==> src/rtl/rom_arbiter_pkg.sv <==
// rtl/rom_arbiter_pkg.sv - shared constants and helpers for the ROM read-port arbiter
package rom_arbiter_pkg;

    // Cycles from an accepted grant to the matching rvalid/rdata.
    localparam int ROM_RD_LATENCY = 1;

    // Width of a binary index over n requesters (at least one bit).
    function automatic int ptr_width(input int n);
        return (n > 1) ? $clog2(n) : 1;
    endfunction

endpackage

==> src/rtl/rom_arbiter_rr_pick.sv <==
// rtl/rom_arbiter_rr_pick.sv - combinational round-robin priority picker
import rom_arbiter_pkg::*;

module rr_pick #(
    parameter int NUM_REQ = 4,
    parameter int PW      = ptr_width(NUM_REQ)
) (
    input  logic [NUM_REQ-1:0] req,
    input  logic [PW-1:0]      ptr,
    output logic [NUM_REQ-1:0] gnt,
    output logic [PW-1:0]      w,
    output logic               any
);

    int idx;

    // Scan req starting at ptr, wrapping; the first set bit wins.
    always_comb begin
        gnt = '0;
        w   = '0;
        any = 1'b0;
        idx = 0;
        for (int k = 0; k < NUM_REQ; k++) begin
            idx = int'(ptr) + k;
            if (idx >= NUM_REQ) begin
                idx = idx - NUM_REQ;
            end
            if (!any && req[idx]) begin
                any      = 1'b1;
                w        = PW'(idx);
                gnt[idx] = 1'b1;
            end
        end
    end

endmodule

==> src/rtl/rom_arbiter.sv <==
// rtl/rom_arbiter.sv - round-robin arbiter sharing one synchronous ROM read port
import rom_arbiter_pkg::*;

module rom_arbiter #(
    parameter int NUM_REQ    = 4,
    parameter int ADDR_WIDTH = 9,
    parameter int DATA_WIDTH = 8
) (
    input  logic                          clk,
    input  logic                          rst_n,
    input  logic [NUM_REQ-1:0]            req,
    input  logic [NUM_REQ*ADDR_WIDTH-1:0] addr,
    output logic [NUM_REQ-1:0]            gnt,
    output logic [NUM_REQ-1:0]            rvalid,
    output logic [DATA_WIDTH-1:0]         rdata,
    output logic                          idle,
    output logic [ADDR_WIDTH-1:0]         rom_raddr,
    input  logic [DATA_WIDTH-1:0]         rom_q
);

    localparam int PW = ptr_width(NUM_REQ);

    logic [PW-1:0]      ptr;
    logic [PW-1:0]      w;
    logic               any;
    logic [NUM_REQ-1:0] rvalid_r;
    logic               idle_r;

    rr_pick #(
        .NUM_REQ (NUM_REQ),
        .PW      (PW)
    ) u_pick (
        .req (req),
        .ptr (ptr),
        .gnt (gnt),
        .w   (w),
        .any (any)
    );

    // Address mux: the one-hot grant selects the winner's address, zero when idle.
    always_comb begin
        rom_raddr = '0;
        for (int i = 0; i < NUM_REQ; i++) begin
            if (gnt[i]) begin
                rom_raddr = rom_raddr | addr[i*ADDR_WIDTH +: ADDR_WIDTH];
            end
        end
    end

    // Pointer advances past the winner; response tag and idle flag track the issued read.
    always_ff @(posedge clk or negedge rst_n) begin
        if (!rst_n) begin
            ptr      <= '0;
            rvalid_r <= '0;
            idle_r   <= 1'b1;
        end else begin
            if (any) begin
                ptr <= (w == PW'(NUM_REQ - 1)) ? '0 : w + PW'(1);
            end
            rvalid_r <= gnt;
            idle_r   <= !any;
        end
    end

    assign rvalid = rvalid_r;
    assign idle   = idle_r;
    assign rdata  = rom_q;

endmodule

==> config.mk <==
export PLATFORM = sky130hd
export DESIGN_NAME = rom_arbiter
export DESIGN_NICKNAME = d
export VERILOG_FILES = /design/src/rtl/rom_arbiter_pkg.sv /design/src/rtl/rom_arbiter_rr_pick.sv /design/src/rtl/rom_arbiter.sv
export SDC_FILE = /design/constraint.sdc
export NUM_CORES = 1
export LEC_CHECK = 0
export CAP_MARGIN = 20
export CELL_PAD_IN_SITES_DETAIL_PLACEMENT = 0
export CELL_PAD_IN_SITES_GLOBAL_PLACEMENT = 1
export CORE_ASPECT_RATIO = 1.75
export CORE_MARGIN = 2
export CORE_UTILIZATION = 23
export CTS_CLUSTER_SIZE = 12
export DETAILED_ROUTE_END_ITERATION = 12
export GPL_TIMING_DRIVEN = 0
export PLACE_DENSITY_LB_ADDON = 0.05
export SETUP_SLACK_MARGIN = 0.5
export SLEW_MARGIN = 15
export SYNTH_ARGS = -nofsm -noshare
export SYNTH_HDL_FRONTEND = slang
export SYNTH_SLANG_ARGS = --single-unit
export TNS_END_PERCENT = 5
==> constraint.sdc <==
create_clock -name clk -period 3.2 [get_ports clk]
set_input_delay 0.48 -clock clk [delete_from_list [all_inputs] [get_ports clk]]
set_output_delay 0.48 -clock clk [all_outputs]
set_load 0.05 [all_outputs]
Yosys cells after proc, flatten, opt, wreduce, memory -nomap -nowiden
Cells that the tools add are included.
Widths: inputs -> output; s select.
{ "word_totals": {"reg_bits": 7, "input_bits": 50, "out_inout_bits": 26, "elab_cells": 82} }
{ "op_classes": {"addsub": 8, "order_cmp": 12, "n_eq_ne": 1, "n_mux": 41, "n_bitwise": 6, "reduce_logical": 11} }
{ "ops": {"columns": ["cell", "count"], "rows": [
  ["$ge 32x1->1 const B", 4],
  ["$lt 32x4->1 const B", 4],
  ["$mux 32", 4],
  ["$ge 32x4->1 const B", 3],
  ["$sub 32x4->32 const B", 3],
  ["$mux 9", 4],
  ["$or 9x9->9", 3],
  ["$mux 1", 16],
  ["$mux 4", 4],
  ["$or 4x4->4", 3],
  ["$mux 2", 5],
  ["$bmux 1 s2", 4],
  ["$demux 1 s2", 4],
  ["$logic_and 1x1->1", 7],
  ["$add 2x2->3 const B", 2],
  ["$logic_not 1->1", 4],
  ["$sub 2x3->4 const B", 1],
  ["$add 2x1->3 const B", 1],
  ["$ge 2x3->1 const B", 1],
  ["$add 2x1->2 const B", 1],
  ["$eq 2x2->1 const B", 1]
]} }

Logic depth before layout (Yosys ltp)
{ "depth": {"depth_word": 22, "depth_mapped": 11, "ltp_nobuf": 8} }

Modules after synthesis
Synthesis repeated with hierarchy kept, for this count alone.
{ "hier_totals": {"cells_unflattened": 99, "area_unflattened_um2": 962.2} }
{ "modules_own_cells": {"columns": ["module", "n_inst", "cells_per_inst", "area_per_inst_um2", "seq_area_each_um2"], "rows": [
  ["rom_arbiter", 1, 51, 501.7, 176.4],
  ["rr_pick", 1, 48, 460.4, 0.0]
]} }

Worst setup path after synthesis
OpenSTA, ideal clock, no wires.
{ "synth_path": {"path_type": "register to output", "from": "register ptr[1]", "to": "output port rom_raddr[0]", "arrival_ns": 2.903, "t_required_ns": 2.720, "path_slack_ns": -0.183, "path_stages_with_launch": 12, "path_buffers": 3, "cell_sequence": "dfrtp_1 > clkbuf_1 > inv_1 > ha_1 > buf_6 > or3b_2 > a2111o_1 > o211ai_1 > and2_1 > buf_2 > a22oi_1 > nand3_1"} }
{ "synth_via": {"elab_chain_len": 22, "word_cells_on_any_way": 70, "classes_between": "add/sub (7); order compare (12); mux (35); bitwise (6); reduce/logical (10)"} }
{ "synth_lines": {"columns": ["element", "line", "text"], "rows": [
  ["start, declared", "rom_arbiter.sv:23", "logic [PW-1:0] ptr;"],
  ["start signal, assigned", "rom_arbiter.sv:58", "ptr <= (w == PW'(NUM_REQ - 1)) ? '0 : w + PW'(1);"],
  ["branches (longest 14 deep; another with $sub 32x4->32)", null, null],
  ["$mux 4 (*)", "rom_arbiter_rr_pick.sv:28", "if (!any && req[idx]) begin"],
  ["$mux 9", "rom_arbiter.sv:44", "if (gnt[i]) begin"],
  ["$or 9x9->9", "rom_arbiter.sv:45", "rom_raddr = rom_raddr | addr[i*ADDR_WIDTH +: ADDR_WIDTH];"],
  ["$mux 9", "rom_arbiter.sv:44", null],
  ["$or 9x9->9", "rom_arbiter.sv:45", null],
  ["$mux 9", "rom_arbiter.sv:44", null],
  ["$or 9x9->9", "rom_arbiter.sv:45", null],
  ["$mux 9 (*)", "rom_arbiter.sv:44", null],
  ["end, declared", "rom_arbiter.sv:17", "output logic [ADDR_WIDTH-1:0] rom_raddr,"]
]} }
Mark *: on every way between the ends. The select of a mux whose other input is x is not followed.

Worst setup path after layout
{ "layout_path": {"from": "input port req[2]", "to": "output port rom_raddr[1]"} }
{ "layout_via": {"elab_chain_len": 20, "word_cells_on_any_way": 35, "classes_between": "mux (23); bitwise (6); reduce/logical (6)"} }
{ "layout_lines": {"columns": ["element", "line", "text"], "rows": [
  ["start, declared", "rom_arbiter.sv:11", "input logic [NUM_REQ-1:0] req,"],
  ["$bmux 1 s2", "rom_arbiter_rr_pick.sv:28", null],
  ["$mux 1 (not written as such) (2 in series)", "rom_arbiter_rr_pick.sv:28", null],
  ["$mux 1", "rom_arbiter_rr_pick.sv:28", null],
  ["$logic_not 1->1", "rom_arbiter_rr_pick.sv:28", null],
  ["$logic_and 1x1->1", "rom_arbiter_rr_pick.sv:28", null],
  ["$mux 1", "rom_arbiter_rr_pick.sv:28", null],
  ["$logic_not 1->1", "rom_arbiter_rr_pick.sv:28", null],
  ["$logic_and 1x1->1", "rom_arbiter_rr_pick.sv:28", null],
  ["[3 not listed]", null, null],
  ["$mux 4 (*)", "rom_arbiter_rr_pick.sv:28", null],
  ["$mux 9", "rom_arbiter.sv:44", null],
  ["$or 9x9->9", "rom_arbiter.sv:45", null],
  ["$mux 9", "rom_arbiter.sv:44", null],
  ["$or 9x9->9", "rom_arbiter.sv:45", null],
  ["$mux 9", "rom_arbiter.sv:44", null],
  ["$or 9x9->9", "rom_arbiter.sv:45", null],
  ["$mux 9 (*)", "rom_arbiter.sv:44", null]
]} }
Every way passes the cells marked *; elsewhere a longest branch is shown, timed or not. The select of a mux whose other input is x is not followed.

==> impl_metrics.py <==
metrics = {
    "status": {
        "outcome": "finished, violations left",
        "violations": "design-rule violations, negative setup slack",
    },
    "global_routing": {
        "track_usage_pct": 17.8,
        "grt_overflow": 0,
        "grt_pass1_vias": 1631,
        "grt_start_max_net_pins": 12,
        "antenna_found_initial": 0,
        "grt_pass1_wl_mm": 8.31,
    },
    "synth": {
        "syn_nets": 197,
        "post_synth_num_cell_types": 37,
        "synth_enable_flop_cells": 0,
        "yosysWarnings": 0,
        "synth_area_sq_um": 1210,
        "ys_seq_area_share_pct": 14.5,
        "ys.flop_type": "dfrtp_1",
        "ys_ff_latch": 7,
        "synth_cells": 143,
        "post_synth.cell_area_avg_sq_um": 8.50,
        "async_flop_share_pct": 100,
    },
    "timing": {
        "setup_violations": 13,
        "rsz0062_at_grt": "yes",
        "slew_violations": 0,
        "slew_headroom_pct": 53.6,
        "timing.fmax_mhz": 291,
        "finalHoldViolations": 0,
        "skew_ns": 0.000798,
        "fin_crit_ns": 3.44,
        "fin_crit_sh_pct": 107,
        "layout_setup_ws_ns": -0.238,
        "worst_slew_pin_slew_ns": 0.690,
    },
    "route": {
        "vias_per_cell": 5.62,
        "ant_nets": 0,
        "drc": 6,
        "routedWlPerCell_um": 18.9,
        "wl_mm": 5.28,
        "first_pass_iters": 8,
        "drt_iter0_markers": 72,
        "dr_total_vias": 1567,
    },
    "placed_design": {
        "post-dp-hpwl_mm": 3.88,
        "dp.cells": 265,
        "place_congestion": 0.718,
        "place_area_sq_um": 2170,
        "numPortBuffers": 67,
    },
    "finish": {
        "postLayoutCellArea_sq_um": 2530,
        "final_cell_mix": "clkdlybuf4s50_1 (53), buf_4 (19), buf_6 (12)",
        "drive_gt1_share_pct": 40.2,
        "fin_cells": 279,
        "final_common_cell": "clkdlybuf4s50_1",
        "antenna_cells": 0,
        "nNetsFinal": 279,
        "syn_to_final_growth_pct": 108,
        "utilization_pct": 48.9,
    },
    "die": {
        "num_rows": 35,
        "die_h_um": 100,
        "ios": 76,
        "start_util_pct": 23.5,
        "die_area_sq_um": 5900,
        "core-area_sq_um": 5170,
        "die-width_um": 58.9,
    },
    "flow_run": {
        "max_cap_viol_count": 0,
    },
    "critical_path": {
        "slowest_stage": "mux4_2",
        "cp.required_ns": 2.72,
        "crit_fanout": 10,
        "cp_common_cell": "a221oi_4",
        "crit_family": "compound AO/OA/AOI/OAI gates",
        "cp.arrival_ns": 2.96,
        "cp_cell_sequence": "clkdlybuf4s50_1 > buf_4 > mux4_2 > nor2b_4 > a221oi_4 > a21oi_4 > a221oi_4 > nand3_4 > buf_8",
        "critical_path.startpoint_type": "input pin",
        "worstSetupPathType": "input pin to output port",
        "slowest_delay_ns": 0.51,
        "critPathCaptureType": "output port",
        "cp_num_buf_inv": 3,
    },
    "cts": {
        "tritoncts": "done",
        "root_buffer": "clkbuf_8",
        "hold_buffers": 0,
        "cts_inserted_buffers": 3,
        "ctsLongestPathBuffers": 2,
        "clkLatencyLatePin_ns": 0.22,
        "htree_levels": 1,
        "clkTransAtPathRegs_ns": 0.04,
        "clock-sinks": 7,
    },
    "hold_path": {
        "hold_class": "input pin to async pin",
    },
}
[cell usage after synthesis, drive strengths merged, types with 4 or more instances]
master,n,area (sq um)
mux4,4,90.1
dfrtp,6,150
nor2b,4,32.5
a22o,9,78.8
buf,18,125
nor2,6,22.5
a21oi,9,67.6
inv,5,18.8
nand2,4,15.0
a221oi,12,111
nand3,13,65.1
ha,4,50.1
a22oi,10,75.1
a32oi,10,87.6
nand3b,5,37.5
[layer usage]
metal / global-route usage, % / vias to the layer above / share of wire, %
li1: - / 743 / -
met1: 19.0 / 782 / 35
met2: 35.5 / 40 / 60
met3: 2.06 / 2 / 4.7
met4: 3.85 / 0 / 0.38
met5: 0 / - / 0
[final timing paths]
path	endpoint	depth (start not counted)	slack, ns	start
min in group clk	flop	3	0.80	flop
max reg2reg	ptr[1]	10	0.58	ptr[1]
min reg2reg	flop	3	0.80	flop
min	rvalid[2]	1	0.52	rst_n
max	rom_raddr[1]	9	-0.24	req[2]
max in group asynchronous	idle	1	2.39	rst_n
[repair_timing]
item	CTS	global route
setup buffers	6	2
endpoints found under the hold margin	0	0
resized for setup	108	18
cloned	2	0
endpoints found under the setup margin	18	14
pin swaps	4	11
[area by class of cell]
class,count,area [sq um]
Sequential cell,7,178
Buffer,21,184
Tap cell,55,68.8
Clock buffer,4,45.0
Inverter,5,21.3
Multi-Input combinational cell,112,1260
Fill cell,511,2640
Timing Repair Buffer,75,769
[through the flow]
step / setup slack, ns / setup TNS (ns) / hold WS [ns]
2_1_floorplan: 0.190 / 0 / 0.184
3_3_place_gp: -1.00 / -12.06 / 0.751
3_5_place_dp: -1.02 / -12.20 / 0.763
4_1_cts: -0.292 / -2.89 / 0.529
5_1_grt: -0.366 / -3.72 / 0.543
6_report: -0.238 / -2.22 / 0.524
[cells by family after synthesis]
logic type	Yosys count	share of synthesized area (%)
AND/OR/NAND/NOR	45	21.9
flip-flops	7	14.5
AO/OA/AOI/OAI	56	38.5
adder cells (fa/ha/maj)	4	4.12
buffers and inverters	26	12.8
XOR/XNOR	1	0.721
multiplexers	4	7.42
Power is not shown: default switching activity piles up to over one toggle a cycle in this logic, so the estimate is an artifact.
==> edit 1 (same flow settings) <==
Make the reset (`rst_n`) synchronous in one clocked block.
--- a/src/rtl/rom_arbiter.sv
+++ b/src/rtl/rom_arbiter.sv
@@ -48,7 +48,7 @@
     end
 
     // Pointer advances past the winner; response tag and idle flag track the issued read.
-    always_ff @(posedge clk or negedge rst_n) begin
+    always_ff @(posedge clk) begin
         if (!rst_n) begin
             ptr      <= '0;
             rvalid_r <= '0;
Check against the original RTL: differs if rst_n is asserted again (counterexample within 4 cycles, from zero or initial values and one cycle with rst_n low); with rst_n held inactive, the same outputs for 10 cycles.
==> edit 1 against the unedited design <==
- the flow finishes with violations (setup timing)
- final area up 8.6%
- worst setup slack worse by 120 ps
- non-clock buffer count up 15
- sequential cell count unchanged
- synthesized area up 25%
- count of clock-buffer cells in the layout unchanged
- worst hold slack better by 320 ps
- wire length up 23%
- global-route usage up 0.55 points
- critical endpoint is now rom_raddr[6]
==> edit 1: results (changes against the unedited design) <==
Run status
Outcome: finished, violations left (unchanged). Failing checks: setup timing (was DRC, setup timing).

Global route
The first-pass GRT wire length came to 10.6 mm (was 8.31 mm). The total routing resource utilization after global routing is 0.184 (was 0.178). The via count of the first global-routing pass is 2209 (was 1631). The met2 usage in global routing came to 0.365 (was 0.355).

Route
The routed length on met3 is 318 um (was 248 um). The routed length per placed instance was 18.1 um (was 18.9 um). The via density per instance is 5.51 (was 5.62). The number of iterations in the first detailed-routing pass is 4 (was 8).

STA
The worst setup skew after layout is 0.616 ps (was 0.798 ps). The final setup violation count is 12 (was 13). The worst setup slack after layout is -355 ps (was -238 ps).

Synthesis
The number of distinct standard cells referenced by the synthesized netlist is 45 (was 37). The complex-gate fraction of the synthesized area is 0.465 (was 0.385). Cells taking the most area after synthesis: a22o_1 11%, dfxtp_1 9.2%, a222oi_1 5.9%, a211o_1 5.8%, o221ai_1 5.8% (was dfrtp_1 12%, a221oi_1 7.9%, mux4_2 7.4%, a32oi_1 7.2%, a22o_1 6.5%). The count of mapped cells out of synthesis is 193 (was 143).

The proportion of synthesized chip area in sequential cells came to 0.0923 (was 0.145). The multiplexer share of the synthesized area was 0.114 (was 0.0742).

Layout
The clock tree cell share of total cell area is 0.0287 (was 0.0178). The final sequential cell count came to 7 (unchanged). The area share of buffers outside the clock network was 0.381 (was 0.377). The multi-input combinational area share was 0.491 (was 0.499). The fraction of layout instances using a drive strength above 1 is 0.309 (was 0.402). The number of ordinary and repair buffers in the finished layout is 111 (was 96). The area of all sequential standard cells is 145 sq um (was 178 sq um). The filler cell count in the final layout is 692 (was 511).

Clock network
The number of gates resized after cts came to 105 (was 108).

Placement
The number of port buffers is 66 (was 67). The placed cell count is 341 (was 265). The global placer's final weighted congestion is 0.738 (was 0.718).

Worst hold path
The classification of the worst-slack hold path was input port to register (was input port to asynchronous set/reset pin).
edit 1: changes by cell type after synthesis, moves of 7 or more:
cell,change
a211o_1,+9
a221oi_1,-11
a222oi_1,+9
a22o_1,+10
a22oi_1,-9
a32oi_1,-10
clkbuf_1,+12
dfxtp_1,+7
nand2_1,+12
nand3_1,-8
o211ai_1,+8
o221ai_1,+10
edit 1: final timing paths:
path,depth (start not counted),to,slack [ps]
setup reg to reg,11,rvalid[2],590
hold / removal,5,ptr[1],850
hold reg to reg,5,register,890
setup / recovery,12,rom_raddr[6],-360
edit 1: critical path, cell delays in order, from the launching register on:
cell and delay [ps]:
dfxtp_4 350, buf_6 100, buf_8 110, inv_8 40
ha_4 270, mux4_2 510, buf_6 150, a22o_1 200
a221o_1 360, buf_6 150, buf_12 130, a211o_4 320
buf_8 150
==> edit 2 (config.mk and constraints unchanged) <==
Without the edit above. `NUM_REQ` is set to 4 in 2 places; all go to 8.
--- a/src/rtl/rom_arbiter_rr_pick.sv
+++ b/src/rtl/rom_arbiter_rr_pick.sv
@@ -2,7 +2,7 @@
 import rom_arbiter_pkg::*;
 
 module rr_pick #(
-    parameter int NUM_REQ = 4,
+    parameter int NUM_REQ = 8,
     parameter int PW      = ptr_width(NUM_REQ)
 ) (
     input  logic [NUM_REQ-1:0] req,
--- a/src/rtl/rom_arbiter.sv
+++ b/src/rtl/rom_arbiter.sv
@@ -2,7 +2,7 @@
 import rom_arbiter_pkg::*;
 
 module rom_arbiter #(
-    parameter int NUM_REQ    = 4,
+    parameter int NUM_REQ    = 8,
     parameter int ADDR_WIDTH = 9,
     parameter int DATA_WIDTH = 8
 ) (
Interface: changed (resized addr, gnt, req and rvalid); port bits go from 76 to 124. No check against the original RTL was run, so the function may have changed too.
==> edit 2 against the unedited design <==
- the flow finishes with violations (setup timing)
- register-to-register slack got worse by 1500 ps
- utilization decreased by 4.2 points
- synthesized cell count grew 130%
- sequential share of layout area down 1.3 points
- synthesized area increased by 130%
- largest cell class unchanged
- worst hold slack better by 69 ps
- wire length grew to 2.8 times the old value
- sequential cell count up 5
- final area up 110%
- count of clock-buffer cells in the layout unchanged
- fmax decreased by 22%
- worst setup slack lost 950 ps
Power is not shown: default switching activity piles up to over one toggle a cycle in this logic, so the estimate is an artifact.
==> edit 2: results (changes against the unedited design) <==
Route
The number of design-rule violations left by the first detailed-router iteration is 254 (was 72). The via density per instance is 5.90 (was 5.62). The number of iterations in the first detailed-routing pass is 5 (was 8).

The routed length per placed instance is 23.5 um (was 18.9 um).

STA
The final setup violation count is 28 (was 13). The worst setup skew after layout is 2.67 ps (was 0.798 ps). The worst setup slack after layout came to -1190 ps (was -238 ps). The pin slew with the least headroom to its limit is 777 ps (was 690 ps).

Run status
Outcome: finished, violations left (unchanged). Failing checks: setup timing (was DRC, setup timing).

Layout
The total number of nets in the final design is 586 (was 279). The number of ordinary and repair buffers in the finished layout was 180 (was 96). The multi-input logic cell count came to 284 (was 112). The filler cell count in the final layout is 1190 (was 511). The clock tree cell share of total cell area was 0.0166 (was 0.0178). The area taken by multi-input logic gates came to 2920 sq um (was 1260 sq um).

Clock network
The clock latency at the later pin of the worst-skew pair is 240 ps (was 220 ps). The clock tree root driver cell is clkbuf_16 (was clkbuf_8).

Synthesis
The number of distinct standard cells referenced by the synthesized netlist is 66 (was 37). Cells taking the most area after synthesis: mux4_2 11%, dfrtp_1 9.8%, a21boi_0 7.2%, mux2i_1 5.7%, a22oi_1 4.8% (was dfrtp_1 12%, a221oi_1 7.9%, mux4_2 7.4%, a32oi_1 7.2%, a22o_1 6.5%). Top cells by instance count after synthesis: 27 x a21boi_0, 27 x nand2_1, 25 x nand3_1 (was 13 x nand3_1, 11 x a221oi_1, 10 x a22oi_1, 10 x a32oi_1). The number of nets in the synthesized netlist is 429 (was 197).

Critical path
The largest fanout on the critical path is 7 (was 10). The arrival time at the worst endpoint is 3910 ps (was 2960 ps).

Placement
The half-perimeter wire length after placement was 10.7 mm (was 3.88 mm). The global placer's final weighted congestion is 0.903 (was 0.718).

Global route
The first-pass GRT wire length is 22.6 mm (was 8.31 mm).
[edit 2: metal layers]
layer,track usage,vias up,share of wire
met4,0.0992,0,0.049
met2,0.433,214,0.55
met5,0,-,0
met3,0.0373,41,0.065
met1,0.225,1782,0.33
li1,-,1631,-
[edit 2: kinds of logic after synthesis]
| kind of cell | count (synthesis) | share of synthesized area |
|---|---|---|
| buffers and inverters | 35 | 0.0766 |
| AND/OR/NAND/NOR | 120 | 0.236 |
| flip-flops | 12 | 0.107 |
| multiplexers | 42 | 0.223 |
| AO/OA/AOI/OAI | 107 | 0.304 |
| XOR/XNOR | 3 | 0.00935 |
| adder cells (fa/ha/maj) | 10 | 0.0445 |
[edit 2: final timing paths]
kind                       startpoint           end  slack [ps]  cells past startpoint
max                            ptr[0]  rom_raddr[7]       -1190                     16
min in group clk               ptr[2]        ptr[2]         920                      2
min                             rst_n     rvalid[6]         590                      1
min reg2reg                    ptr[2]        ptr[2]         920                      2
max reg2reg                    ptr[0]        ptr[2]        -890                     17
max in group asynchronous       rst_n        ptr[1]        2230                      1
[edit 2: repair_timing]
action,in CTS,in global routing
pin swaps,38,5
setup buffers,37,0
endpoints found under the setup margin,29,29
resized for setup,224,18
cloned,3,0
[edit 2: per-stage QoR]
| stage | worst slack, ps | utilization | instances | instance area, sq um |
|---|---|---|---|---|
| 2_1_floorplan | -1140 | - | 329 | 2980 |
| 3_3_place_gp | -2570 | 0.358 | 578 | 4270 |
| 3_5_place_dp | -2500 | 0.358 | 578 | 4270 |
| 4_1_cts | -1150 | 0.444 | 622 | 5290 |
| 5_1_grt | -1310 | 0.447 | 622 | 5340 |
| 6_report | -1190 | 0.447 | 622 | 5340 |
